**src/rtl/pillar_pkg.sv**
```systemverilog
// Shared types, constants and pattern helpers for the pillar pattern generator.
// Optional gap shrinking is enabled in the top by defining PILLAR_SHRINK_EN.
package pillar_pkg;

  localparam int          ROWS      = 16;
  localparam logic [15:0] LFSR_TAPS = 16'hB400;

  typedef enum logic {
    GAP    = 1'b0,
    PILLAR = 1'b1
  } pgen_state_t;

  // Fold the 4-bit random value into [1, 15-gapH] so rows 0 and 15 stay lit.
  function automatic logic [3:0] gapPos(input logic [3:0] raw, input logic [3:0] gapH);
    logic [3:0] maxPos;
    maxPos = 4'(ROWS - 1) - gapH;
    if (raw == 4'd0)
      gapPos = 4'd1;
    else if (raw > maxPos)
      gapPos = raw - maxPos;
    else
      gapPos = raw;
  endfunction

  function automatic logic [15:0] gapMask(input logic [3:0] pos, input logic [3:0] gapH);
    logic [15:0] m;
    for (int i = 0; i < ROWS; i++)
      m[i] = !((i >= int'(pos)) && (i < int'(pos) + int'(gapH)));
    return m;
  endfunction

endpackage

```
**src/rtl/lfsr16.sv**
```systemverilog
// 16-bit right-shifting Galois LFSR; advances once per asserted step.
module lfsr16
  import pillar_pkg::*;
(
  input  logic        clk,
  input  logic        reset,
  input  logic        step,
  input  logic [15:0] seed,
  output logic [15:0] value
);

  logic [15:0] value_q;

  always_ff @(posedge clk) begin
    if (reset)
      value_q <= seed;
    else if (step)
      value_q <= {1'b0, value_q[15:1]} ^ (value_q[0] ? LFSR_TAPS : 16'h0000);
  end

  assign value = value_q;

endmodule

```
**src/rtl/pillar_pattern_gen.sv**
```systemverilog
// Column pattern feeder for the scrolling obstacle matrix: pillars with a random gap.
// Define PILLAR_SHRINK_EN to narrow the gap by one row every fourth pillar (floor 2).
module pillar_pattern_gen
  import pillar_pkg::*;
#(
  parameter int          TICK_DIV = 4,
  parameter int          WIDTH    = 2,
  parameter int          SPACING  = 6,
  parameter int          GAP_H    = 4,
  parameter logic [15:0] SEED     = 16'hACE1
) (
  input  logic        clk,
  input  logic        reset,
  input  logic        enable,
  output logic [15:0] pattern_out,
  output logic        pillar_start,
  output logic [7:0]  pillar_count
);

  pgen_state_t state_q, state_d;
  logic [15:0] colCnt_q, colCnt_d;
  logic [15:0] divCnt_q;
  logic [15:0] pattern_q, pattern_d;
  logic        start_q, start_d;
  logic [7:0]  count_q, count_d;
  logic [15:0] lfsrValue;
  logic [3:0]  gapH;
  logic        tick;
  logic        pillarEvent;
  logic        lfsrUnused;

  assign tick        = (divCnt_q == 16'd0);
  assign pillarEvent = tick && enable && (state_q == GAP) && (colCnt_q == 16'd0);
  assign lfsrUnused  = ^lfsrValue[15:4];

  // The divider free-runs so the scroll cadence never slips while the game is paused.
  always_ff @(posedge clk) begin
    if (reset)
      divCnt_q <= 16'(TICK_DIV - 1);
    else if (tick)
      divCnt_q <= 16'(TICK_DIV - 1);
    else
      divCnt_q <= divCnt_q - 16'd1;
  end

  lfsr16 u_lfsr (
    .clk   (clk),
    .reset (reset),
    .step  (pillarEvent),
    .seed  (SEED),
    .value (lfsrValue)
  );

`ifdef PILLAR_SHRINK_EN
  logic [3:0] gapH_q;

  // Shrink after the increment that wraps the low two count bits back to zero.
  always_ff @(posedge clk) begin
    if (reset)
      gapH_q <= 4'(GAP_H);
    else if (pillarEvent && (count_q != 8'hFF) && (count_q[1:0] == 2'b11) && (gapH_q > 4'd2))
      gapH_q <= gapH_q - 4'd1;
  end

  assign gapH = gapH_q;
`else
  assign gapH = 4'(GAP_H);
`endif

  always_comb begin
    state_d   = state_q;
    colCnt_d  = colCnt_q;
    pattern_d = pattern_q;
    start_d   = 1'b0;
    count_d   = count_q;
    if (tick && enable) begin
      if (state_q == GAP) begin
        if (colCnt_q != 16'd0) begin
          colCnt_d  = colCnt_q - 16'd1;
          pattern_d = 16'h0000;
        end else begin
          state_d   = PILLAR;
          colCnt_d  = 16'(WIDTH - 1);
          pattern_d = gapMask(gapPos(lfsrValue[3:0], gapH), gapH);
          start_d   = 1'b1;
          if (count_q != 8'hFF)
            count_d = count_q + 8'd1;
        end
      end else begin
        if (colCnt_q != 16'd0) begin
          colCnt_d = colCnt_q - 16'd1;
        end else begin
          state_d   = GAP;
          colCnt_d  = 16'(SPACING - 1);
          pattern_d = 16'h0000;
        end
      end
    end
  end

  always_ff @(posedge clk) begin
    if (reset) begin
      state_q   <= GAP;
      colCnt_q  <= 16'(SPACING - 1);
      pattern_q <= 16'h0000;
      start_q   <= 1'b0;
      count_q   <= 8'd0;
    end else begin
      state_q   <= state_d;
      colCnt_q  <= colCnt_d;
      pattern_q <= pattern_d;
      start_q   <= start_d;
      count_q   <= count_d;
    end
  end

  assign pattern_out  = pattern_q;
  assign pillar_start = start_q;
  assign pillar_count = count_q;

endmodule

```
**config.mk**
```make
export PLATFORM = sky130hd
export DESIGN_NAME = pillar_pattern_gen
export DESIGN_NICKNAME = d
export VERILOG_FILES = /design/src/rtl/pillar_pkg.sv /design/src/rtl/lfsr16.sv /design/src/rtl/pillar_pattern_gen.sv
export SDC_FILE = /design/constraint.sdc
export NUM_CORES = 1
export LEC_CHECK = 0
export BUFFER_PORTS_ARGS = -buffer_cell sky130_fd_sc_hd__buf_4
export CORE_ASPECT_RATIO = 1.5
export CORE_MARGIN = 2
export CORE_UTILIZATION = 40
export DETAILED_ROUTE_END_ITERATION = 12
export GPL_TIMING_DRIVEN = 0
export PLACE_DENSITY_LB_ADDON = 0.25
export SYNTH_ARGS = -nofsm -noshare
export SYNTH_HDL_FRONTEND = slang
export SYNTH_SLANG_ARGS = --single-unit
export TNS_END_PERCENT = 10
```
**constraint.sdc**
```tcl
create_clock -name clk -period 6.4 [get_ports clk]
set_input_delay 0.96 -clock clk [delete_from_list [all_inputs] [get_ports clk]]
set_output_delay 0.96 -clock clk [all_outputs]
set_load 0.1 [all_outputs]
```
## After elaboration in Yosys (flattened, before gate mapping)

Cells that the tools add are included.

- Bits in registers: 74
- Logic and storage cells: 107
- Input bits: 3
- Output and inout port bits: 25

- Multiplexer cells: 15
- Equal/unequal tests: 2
- Reduce and logical (&&, ||, !) cells: 42
- Bitwise logic cells: 4
- $lt $le $gt $ge: 32
- Add/sub/neg operators: 5

Operator list:

| kind | number |
|---|---|
| 5-bit by 32-bit less-than comparator with 1-bit output, first input constant | 7 |
| 4-bit by 32-bit less-than comparator with 1-bit output, first input constant | 4 |
| 16-bit 2-to-1 mux | 7 |
| 3-bit by 32-bit less-than comparator with 1-bit output, first input constant | 2 |
| 16-bit logical NOT | 2 |
| 1-bit by 32-bit less-than comparator with 1-bit output, first input constant | 1 |
| 2-bit by 32-bit less-than comparator with 1-bit output, first input constant | 1 |
| 16-bit by 1-bit subtractor with 16-bit output, second input constant | 2 |
| 4-bit >= comparator, first input constant | 7 |
| 4-bit 2-to-1 mux | 5 |
| 1-bit logical AND | 18 |
| 3-bit by 4-bit >= comparator with 1-bit output, first input constant | 4 |
| 1-bit logical NOT | 16 |
| 16-bit nonzero test | 1 |
| 15-bit by 16-bit bitwise XOR with 16-bit output | 1 |
| 8-bit by 1-bit adder with 8-bit output, second input constant | 1 |
| 1-bit by 4-bit >= comparator with 1-bit output, first input constant | 2 |
| 2-bit by 4-bit >= comparator with 1-bit output, first input constant | 2 |
| 8-bit inequality test, second input constant | 1 |
| 4-bit by 3-bit adder with 5-bit output, second input constant | 1 |
| 4-bit by 5-bit less-than comparator with 1-bit output, first input constant | 1 |
| 4-bit greater-than comparator, second input constant | 1 |
| 4-bit logical NOT | 1 |
| 4-bit AND reduction | 1 |
| 7 further kinds | 11 |

## Longest topological paths before layout

- Depth after elaboration: 12
- Mapped depth: 10
- Gate-level depth less buffers: 9

## By module

From an unflattened synthesis, not the netlist that was laid out.

- Cells, all modules: 393
- Area total of the unflattened synthesis: 3687.3 um^2

Modules (own cells, without submodules):

| module | times used | sequential area each (um^2) | cells each | area an instance (um^2) |
|---|---|---|---|---|
| pillar_pattern_gen | 1 | 1161.1 | 352 | 2930.3 |
| lfsr16 | 1 | 480.5 | 41 | 757.0 |

## Worst setup path after synthesis

Ideal clock, no wire load.

- Path kind: register -> register
- Start: register colCnt_q[0]
- End: register count_q[5] (netlist: pillar_count[5])
- Clock period less this slack: 2.647 ns
- Path buffers: 1
- Data required time: 6.279 ns
- Slack: 3.753 ns
- Setup time: 0.121 ns
- Arrival: 2.527 ns
- Stages on the path, launching flop included: 11
- Cells stage by stage: dfxtp_1 > inv_1 > ha_1 > nor4b_1 > nand4_1 > inv_1 > ha_1 > o2111ai_1 > clkbuf_1 > nor4_1 > mux2_2

- Longest elaborated chain between the ends: 3

RTL lines:

| item | RTL line | source |
|---|---|---|
| start, declared | pillar_pattern_gen.sv:21 | `logic [15:0] colCnt_q, colCnt_d;` |
| start signal, assigned | pillar_pattern_gen.sv:104 | `colCnt_q <= 16'(SPACING - 1);` |
| start signal, assigned | pillar_pattern_gen.sv:110 | `colCnt_q <= colCnt_d;` |
| 16-bit nonzero test | pillar_pattern_gen.sv:78 | `if (colCnt_q != 16'd0) begin` |
| 1-bit inverter (no source line) | - |  |
| 4-bit AND reduction (no source line) | - |  |
| end signal, assigned | pillar_pattern_gen.sv:113 | `count_q <= count_d;` |
| end, declared | pillar_pattern_gen.sv:25 | `logic [7:0] count_q, count_d;` |

Every way passes these cells.
A chain may end at the register's enable or synchronous reset.

## Final worst setup path

- Start: register colCnt_q[4]
- End: register count_q[5] (netlist: pillar_count[5])

The elaborated chain is that of the path after synthesis.

==> results.sh <==
export IMPL_critPathKind="flip-flop to flip-flop"
export IMPL_cts_root_buf="clkbuf_16"
export IMPL_ys_async_sr_fraction_pct=0
export IMPL_cts_buffers_inserted=9
export IMPL_tightest_slew_ns=1.16
export IMPL_grt_overflow=0
export IMPL_crit_arrival_ns=3.52
export IMPL_cts_reportedPaths_clkPinSlew_ns=0.06
export IMPL_synth_main_ff_cell="dfxtp_1"
export IMPL_postSynthCellCount=464
export IMPL_max_freq_ghz=0.304
export IMPL_cpLargestDelayFamily="simple AND/OR/NAND/NOR gates"
export IMPL_syn_avg_cell_area_um2=8.50
export IMPL_netlist_area_um2=3940
export IMPL_gp_congestion=0.879
export IMPL_ys_types=60
export IMPL_synth_common_cells="dfxtp_1 (74), nor2_1 (44), a21oi_1 (28), clkbuf_1 (28), o21ai_0 (24)"
export IMPL_ir_drop_uv=176
export IMPL_cp_max_fo=10
export IMPL_fp_row_count=44
export IMPL_seqCellArea_um2=1480
export IMPL_clock_sinks=74
export IMPL_cap_violations=0
export IMPL_synth_top_area_share_pct=37.6
export IMPL_grt_usage_pct=20.1
export IMPL_outcome="completed"
export IMPL_num_vias=3628
export IMPL_syn_nets=475
export IMPL_p_int_w=0.000889
export IMPL_drc=0
export IMPL_area_growth_pct=17.1
export IMPL_fin_tns_setup_ns=0
export IMPL_setup_viol=0
export IMPL_dieArea_um2=10700
export IMPL_drive_above_1_share_pct=12.3
export IMPL_path_cells="nor3_1, nand4_1, inv_1, ha_1, o2111ai_1, clkbuf_1, nor4_1, mux2_2"
export IMPL_p_leak_nw=1.60
export IMPL_cts_resized=0
export IMPL_pwr_share_comb_pct=10.3
export IMPL_vias_per_cell=5.84
export IMPL_finalWirelength_mm=10.4
export IMPL_ant_nets=0
export IMPL_clockPowerShare_pct=48.8
export IMPL_numPortBuffers=26
export IMPL_pre_cts_ws_ns=3.25
export IMPL_skew_ns=0.00570
export IMPL_fin_ws_ns=3.11
export IMPL_final_nets=512
export IMPL_hold_path_class="flip-flop to flip-flop"
export IMPL_synth_largest_area_cell="dfxtp_1"
export IMPL_post_route_min_period_ns=3.29
export IMPL_post_cts_hold_buffer_count=0
export IMPL_firstDrtPassIters=5
export IMPL_cts_tree="done"
export IMPL_diodes=0
export IMPL_insertion_delay_ns=0.34
export IMPL_yosysMostFrequentCell="dfxtp_1"
export IMPL_critPathMaxStageDelay_ns=0.80
export IMPL_maxSlewViolCount=0
export IMPL_htree_levels=3
export IMPL_synth_seq_area_share_pct=37.6
export IMPL_grt_pass1_vias=3586
export IMPL_p_sw_w=0.000297
export IMPL_path_buf_inv=2
export IMPL_die_h_um=126
export IMPL_grt_max_degree=13
export IMPL_yosys_warnings=0
export IMPL_cts_setup_buffers=0
export IMPL_grt_pass1_wl_mm=17.3
export IMPL_final_hold_violation_count=0
export IMPL_nFillCells=934
export IMPL_wl_per_cell_um=16.8
export IMPL_p_seq_share_pct=40.9
export IMPL_clk_path_buf_depth=2
export IMPL_start_util_pct=40.9
export IMPL_end_kind="flip-flop"
export IMPL_start_kind="flip-flop"
export IMPL_design_core_area_um2=9630
export IMPL_crit_slowest_cell="nor3_1"
export IMPL_slew_headroom_pct=21.8
export IMPL_powerDensity_nw_per_um2=257
export IMPL_dp_hpwl_mm=7.54
export IMPL_cp_data_required_time_ns=6.63
export IMPL_p_sw_share_pct=25.1
export IMPL_ys_seq_elements=74
export IMPL_multi_input_area_um2=2250
export IMPL_ios=28
export IMPL_rsz0062_at_grt="no"
export IMPL_synth_edf_count=0
export IMPL_synth_area_top_cells="dfxtp_1 (38%), mux2i_1 (4.6%), nor2_1 (4.2%), a21oi_1 (3.6%), nand2b_1 (3.5%)"
export IMPL_drtIter0Drc=270
export IMPL_die_w_um=85.1
export IMPL_antenna_found_initial=0
export IMPL_min_period_over_period_pct=51.4
==> stage by stage <==
| stage | cells | hold WS (ns) | area, µm² | util (%) | total power (W) |
|---|---|---|---|---|---|
| 4_1_cts | 621 | 0.431 | 4620 | 47.9 | 0.00119 |
| 2_1_floorplan | 464 | 0.394 | 3940 | - | 0.000580 |
| 5_1_grt | 621 | 0.450 | 4620 | 47.9 | 0.00122 |
| 6_report | 621 | 0.430 | 4620 | 47.9 | 0.00119 |
| 3_3_place_gp | 605 | 0.410 | 4280 | 44.5 | 0.000614 |
| 3_5_place_dp | 605 | 0.417 | 4280 | 44.5 | 0.000617 |
==> layout by cell type (no fill, tap or decap), types with 3 or more instances in the layout <==
cell type | Yosys | routed
or3_1 | 12 | 12
nand2b_1 | 22 | 22
or2_2 | 3 | 3
nor2_1 | 44 | 44
nand3_1 | 12 | 12
o41ai_1 | 3 | 3
nand3b_1 | 6 | 6
or4_1 | 6 | 6
clkbuf_1 | 28 | 30
nor3_1 | 8 | 8
xnor2_1 | 4 | 4
mux2i_1 | 18 | 18
o31ai_1 | 7 | 7
ha_1 | 8 | 8
nor2b_1 | 14 | 14
a211oi_1 | 10 | 10
nor4_1 | 8 | 8
xor2_1 | 8 | 8
o32ai_1 | 9 | 9
buf_2 | 4 | 4
inv_1 | 18 | 18
nand4_1 | 15 | 15
clkbuf_16 | 0 | 9
nand2_1 | 22 | 22
buf_4 | 0 | 26
mux2_2 | 5 | 5
dfxtp_1 | 74 | 74
bufinv_16 | 0 | 3
a21oi_1 | 28 | 28
o21ai_0 | 24 | 24
==> routing by layer <==
layer / wire length [µm] / GRT usage [%] / vias up
met1: 4270 / 23.5 / 1772
met3: 412 / 4.39 / 14
met5: 0 / 0 / -
met4: 139 / 6.63 / 0
li1: - / - / 1768
met2: 5630 / 35.9 / 74
==> registers in the layout, summed over array words and instances (netlist names) <==
| signal | count |
|---|---|
| colCnt_q | 16 |
| divCnt_q | 16 |
| pattern_out | 16 |
| pillar_count | 8 |
| pillar_start | 1 |
| state_q | 1 |
| u_lfsr.value | 16 |
==> logic make-up after synthesis <==
logic type,count (synthesis),share of synthesized area [%]
adder cells (fa/ha/maj),8,2.54
flip-flops,74,37.6
AND/OR/NAND/NOR,191,28.2
multiplexers,24,6.28
XOR/XNOR,12,2.66
AO/OA/AOI/OAI,103,17.3
buffers and inverters,52,5.46
==> path summary, 6_finish.rpt <==
path,from,end,slack (ns),cells past startpoint
max,colCnt_q[4],pillar_count[5],3.11,8
min,divCnt_q[0],divCnt_q[0],0.43,1
max reg2reg,colCnt_q[4],pillar_count[5],3.11,8
min reg2reg,divCnt_q[0],divCnt_q[0],0.43,1
==> power groups by stage <==
stage               Clock (W)  Combinational [W]  Sequential (W)
floorplan                   0          0.0000877        0.000493
global placement            0           0.000119        0.000495
detailed placement          0           0.000121        0.000496
CTS                  0.000584           0.000122        0.000486
global route         0.000602           0.000134        0.000487
finish               0.000579           0.000122        0.000486
==> final cells by class <==
class / count / share of cell area [%]
plain buffers: 34 / 3.20
clock buffers: 11 / 5.04
clock inverters: 5 / 2.22
inverters: 18 / 1.46
multi-input cells: 338 / 48.7
flip-flops and latches: 74 / 32.1
well taps: 115 / 3.12
repair buffers: 26 / 4.23
Note: power is estimated with default switching activity, not from simulation.
